$ cat src/rtl/cache_bus_pkg.sv
// Shared cache/memory bus definitions: default line geometry and the arbiter state encoding.
package cache_bus_pkg;

  localparam int ADDR_W_DEF  = 5;
  localparam int DATA_W_DEF  = 16;
  localparam int TIMEOUT_DEF = 64;

  typedef enum logic [3:0] {
    S_IDLE = 4'b0001,
    S_GNT0 = 4'b0010,
    S_GNT1 = 4'b0100,
    S_REL  = 4'b1000
  } arb_state_t;

endpackage

$ cat src/rtl/rr_pick2.sv
// Two-way round-robin picker: on a tie the master that was not served last wins.
module rr_pick2 (
  input  logic [1:0] req,
  input  logic       last,
  input  logic       mask_en,
  output logic [1:0] pick
);

  logic [1:0] eligible;

  // Masking the last master keeps a stale request from being re-granted during release
  always_comb begin
    eligible = req;
    if (mask_en) eligible[last] = 1'b0;
    if (eligible == 2'b11) pick = last ? 2'b01 : 2'b10;
    else                   pick = eligible;
  end

endmodule

$ cat src/rtl/mem_bus_arbiter.sv
// Two-master round-robin arbiter in front of the line-wide Memory, holding the grant until mem_done.
module mem_bus_arbiter
  import cache_bus_pkg::*;
#(
  parameter int ADDR_W  = ADDR_W_DEF,
  parameter int DATA_W  = DATA_W_DEF,
  parameter int TIMEOUT = TIMEOUT_DEF
) (
  input  logic              clk,
  input  logic              reset,
  input  logic              c0_rd,
  input  logic              c0_wr,
  input  logic [ADDR_W-1:0] c0_addr,
  input  logic [DATA_W-1:0] c0_wdata,
  output logic [DATA_W-1:0] c0_rdata,
  output logic              c0_done,
  input  logic              c1_rd,
  input  logic              c1_wr,
  input  logic [ADDR_W-1:0] c1_addr,
  input  logic [DATA_W-1:0] c1_wdata,
  output logic [DATA_W-1:0] c1_rdata,
  output logic              c1_done,
  output logic              mem_read,
  output logic              mem_write,
  output logic [ADDR_W-1:0] mem_addr,
  output logic [DATA_W-1:0] mem_wdata,
  input  logic [DATA_W-1:0] mem_rdata,
  input  logic              mem_done,
  output logic [1:0]        gnt,
  output logic              err_timeout
);

  localparam int CNT_W = (TIMEOUT > 2) ? $clog2(TIMEOUT) : 1;
  localparam logic [CNT_W-1:0] LAST_CNT = CNT_W'(TIMEOUT - 1);

  arb_state_t       state;
  logic             last;
  logic [CNT_W-1:0] cnt;
  logic [1:0]       req;
  logic [1:0]       pick;
  logic             req_cur;

  assign req     = {c1_rd | c1_wr, c0_rd | c0_wr};
  assign req_cur = (state == S_GNT1) ? req[1] : req[0];

  rr_pick2 u_pick (
    .req     (req),
    .last    (last),
    .mask_en (state == S_REL),
    .pick    (pick)
  );

  always_ff @(posedge clk or posedge reset) begin
    if (reset) begin
      state       <= S_IDLE;
      last        <= 1'b1;
      cnt         <= '0;
      err_timeout <= 1'b0;
    end else begin
      err_timeout <= 1'b0;
      case (state)
        S_IDLE, S_REL: begin
          cnt <= '0;
          if      (pick[0]) state <= S_GNT0;
          else if (pick[1]) state <= S_GNT1;
          else              state <= S_IDLE;
        end
        S_GNT0, S_GNT1: begin
          // Completion beats abort, abort beats timeout; only a pure timeout raises the error
          if (mem_done || !req_cur || cnt == LAST_CNT) begin
            state       <= S_REL;
            last        <= (state == S_GNT1);
            err_timeout <= !mem_done && req_cur;
          end else begin
            cnt <= cnt + CNT_W'(1);
          end
        end
        default: state <= S_IDLE;
      endcase
    end
  end

  always_comb begin
    mem_read  = 1'b0;
    mem_write = 1'b0;
    mem_addr  = '0;
    mem_wdata = '0;
    c0_done   = 1'b0;
    c1_done   = 1'b0;
    c0_rdata  = '0;
    c1_rdata  = '0;
    if (state == S_GNT0) begin
      mem_addr  = c0_addr;
      mem_wdata = c0_wdata;
      mem_write = c0_wr;
      mem_read  = c0_rd & ~c0_wr;
      c0_done   = mem_done;
      c0_rdata  = mem_rdata;
    end else if (state == S_GNT1) begin
      mem_addr  = c1_addr;
      mem_wdata = c1_wdata;
      mem_write = c1_wr;
      mem_read  = c1_rd & ~c1_wr;
      c1_done   = mem_done;
      c1_rdata  = mem_rdata;
    end
  end

  assign gnt = {state == S_GNT1, state == S_GNT0};

endmodule
$ cat config.mk
export PLATFORM = sky130hd
export DESIGN_NAME = mem_bus_arbiter
export DESIGN_NICKNAME = d
export VERILOG_FILES = /design/src/rtl/cache_bus_pkg.sv /design/src/rtl/rr_pick2.sv /design/src/rtl/mem_bus_arbiter.sv
export SDC_FILE = /design/constraint.sdc
export NUM_CORES = 1
export LEC_CHECK = 0
export ABC_AREA = 1
export ABC_CLOCK_PERIOD_IN_PS = 1700
export BUFFER_PORTS_ARGS = -buffer_cell sky130_fd_sc_hd__buf_2
export CAP_MARGIN = 20
export CORE_AREA = 2 2 62 64
export DETAILED_ROUTE_END_ITERATION = 8
export DIE_AREA = 0 0 64 66
export PLACE_DENSITY = 0.87
export SLEW_MARGIN = 15
export SYNTH_ARGS = -nofsm -noshare
export SYNTH_HDL_FRONTEND = slang
export SYNTH_SLANG_ARGS = --single-unit
$ cat constraint.sdc
create_clock -name clk -period 1.7 [get_ports clk]
set_input_delay 0.085 -clock clk [delete_from_list [all_inputs] [get_ports clk]]
set_output_delay 0.085 -clock clk [all_outputs]
set_load 0.03 [all_outputs]
==> impl_metrics.json <==
{
  "ys_ff_latch": 12,
  "hold_viol": 0,
  "rsz0062_at_grt": "yes",
  "synth_top_area_share_pct": 27.5,
  "dieArea_um2": 4220,
  "finalWorstSetupSlack_ns": 0.0110,
  "synth_top_area_cell": "nand2_1",
  "fin_crit_ns": 1.69,
  "antenna_cells": 0,
  "switching_share_pct": 55.3,
  "cts_tree": "built",
  "final_core_util_pct": 62.9,
  "path_class": "flop to output port",
  "cts_max_level": 1,
  "fp-row-count": 22,
  "min_path_type": "input pin to flop",
  "ys_top_cells_by_area": "nand2_1, dfrtp_1, nor2_1",
  "core-area_um2": 3550,
  "drt_iter0_markers": 155,
  "ys_seq_area_share_pct": 24.9,
  "cts_sinks": 12,
  "drv_slew": 0,
  "routedWlPerCell_um": 13.2,
  "powerDensity_nw_per_um2": 1180,
  "dp_hpwl_um": 3730,
  "combPwrFrac_pct": 74.5,
  "gr-total-overflow": 0,
  "worstMarginPinSlew_ns": 0.464,
  "syn_area_um2": 1210,
  "max_freq_mhz": 592,
  "slew_headroom_pct": 69.0,
  "start_util_pct": 34.2,
  "p_leak_nw": 1.42,
  "synthFlopType": "dfrtp_1",
  "clk_pin_slew_ns": 0.09,
  "nFillCells": 296,
  "async_flop_share_pct": 100,
  "final_antenna_net_count": 0,
  "worstPathArrival_ns": 1.60,
  "finalNetCount": 424,
  "power_w": 0.00262,
  "wl_um": 5360,
  "cts_made_buffers": 3,
  "fp.dieH_um": 66,
  "synth-edff-count": 0,
  "syn-num-nets": 293,
  "num_vias": 1953,
  "grt_max_degree": 23,
  "io_pins": 125,
  "drive_gt1_share_pct": 47.1,
  "ctsLongestPathBuffers": 2,
  "clock-root-buffer": "clkbuf_4",
  "syn_area_per_cell_um2": 5.35,
  "cp-end-kind": "output port",
  "ir_drop_mv": 0.512,
  "clk_latency_ns": 0.28,
  "grt_pass1_wl_um": 7250,
  "pre_cts_ws_ns": 0.152,
  "p_clk_share_pct": 9.0,
  "synth_cell_types": 22,
  "gp_congestion": 0.866,
  "die_width_um": 64,
  "switchingPower_w": 0.00145,
  "port_buffers": 124,
  "finClkSkew_ns": 0.0101,
  "yosysWarnings": 0,
  "fin_crit_sh_pct": 99.4,
  "synthCells": 227,
  "p_int_w": 0.00117,
  "cp_max_fo": 17,
  "syn2layout_area_growth_pct": 83.8,
  "via_per_inst": 4.82,
  "post-route-drc-count": 0,
  "setup_violations": 0,
  "cap_violations": 0,
  "status": "complete, no violations",
  "grt_util_all_layers_pct": 21.3,
  "dr.pass1.iters": 4,
  "required_ns": 1.62,
  "antenna_found_initial": 0,
  "startpoint_type": "flop",
  "grt_pass1_vias": 1680,
  "p_seq_share_pct": 16.5
}
[worst max-delay path: stages (launching register included)]
cell     delay [ns]
dfrtp_1        0.40
inv_2          0.11
nand4_1        0.19
buf_4          0.21
buf_12         0.15
nor2_1         0.10
buf_4          0.16
[placed cells by master (no fill, tap or decap), drive strengths merged]
cell type    instances
a21boi               1
a21oi                3
buf                133
clkbuf               4
dfrtp               10
dfstp                2
dlygate4sd3          1
ha                   1
inv                 34
nand2               92
nand3               16
nand4                2
nor2                46
nor3                 1
nor4                 1
o21ai                6
o22ai                1
xnor2                3
[sequential cells by signal, summed over array words and instances, names as in the netlist]
signal and flops:
err_timeout 1, cnt 6, last 1, state 4
[timing repair]
item,CTS,global route
setup buffers,3,1
pin swaps,2,2
resized for setup,8,121
setup endpoints to repair,22,40
hold buffers,1,0
endpoints found under the hold margin,10,0
[power by group through the flow]
stage                     clock network (W)  registers [W]  logic (W)
final                              0.000237       0.000433    0.00195
after global routing               0.000253       0.000438    0.00209
after CTS                          0.000239       0.000426    0.00167
after detailed placement                  0       0.000422    0.00161
after global placement                    0       0.000418    0.00158
after floorplan                           0       0.000409    0.00115
[synth_stat cells, types with 2 or more instances]
cell type and instances:
nand2_1 89, nand3_1 15, buf_2 8, a21oi_1 3, o21ai_0 4, dfrtp_1 10, inv_1 32, nor2_2 2
dfstp_2 2, o21ai_1 2, nand4_1 2, nand2_2 3, inv_2 2, nor2_1 43, xnor2_1 3
[area by class of cell]
| type | instances | area, um2 | share of cell area [%] |
|---|---|---|---|
| Timing Repair Buffer | 134 | 907 | 40.6 |
| Multi-Input combinational cell | 173 | 800 | 35.8 |
| Sequential cell | 12 | 303 | 13.6 |
| Inverter | 34 | 128 | 5.71 |
| Tap cell | 48 | 60.1 | 2.69 |
| Clock buffer | 4 | 36.3 | 1.62 |
[cells by family after synthesis]
logic type / count (synthesis) / share of synthesized area, %
and+or+nand+nor: 158 / 53.2
buffers and inverters: 42 / 13.8
DFF: 12 / 24.9
AOI/OAI and AO/OA: 11 / 4.84
xor gates and xnor gates: 3 / 2.16
adders and majority gates: 1 / 1.03
[per-stage QoR]
step | instance area [um2] | TNS (ns) | hold slack [ns] | instances
5_1_grt | 2230 | -1.17 | 0.204 | 405
3_5_place_dp | 1890 | 0 | 0.121 | 396
4_1_cts | 1990 | 0 | 0.164 | 404
3_3_place_gp | 1890 | 0 | 0.115 | 396
6_report | 2230 | 0 | 0.185 | 405
2_1_floorplan | 1210 | 0 | -0.0517 | 227
[final timing paths]
kind	cells past startpoint	slack [ns]	startpoint	to
setup / recovery	6	0.01	state[2]	c0_rdata[12]
hold / removal	4	0.19	mem_done	err_timeout
setup reg to reg	8	0.07	state[2]	cnt[0]
hold reg to reg	1	0.50	state[2]	state[1]
max in group asynchronous	3	1.00	reset	state[0]
min in group asynchronous	3	0.35	reset	state[3]
[per-layer routing]
layer	up-vias	track usage (%)	wire (um)
li1	938	-	-
met1	894	24.7	1910
met2	105	39.1	2840
met3	16	4.09	472
met4	0	7.34	139
met5	-	0	0
No activity file was read; power rests on OpenSTA's default activity.
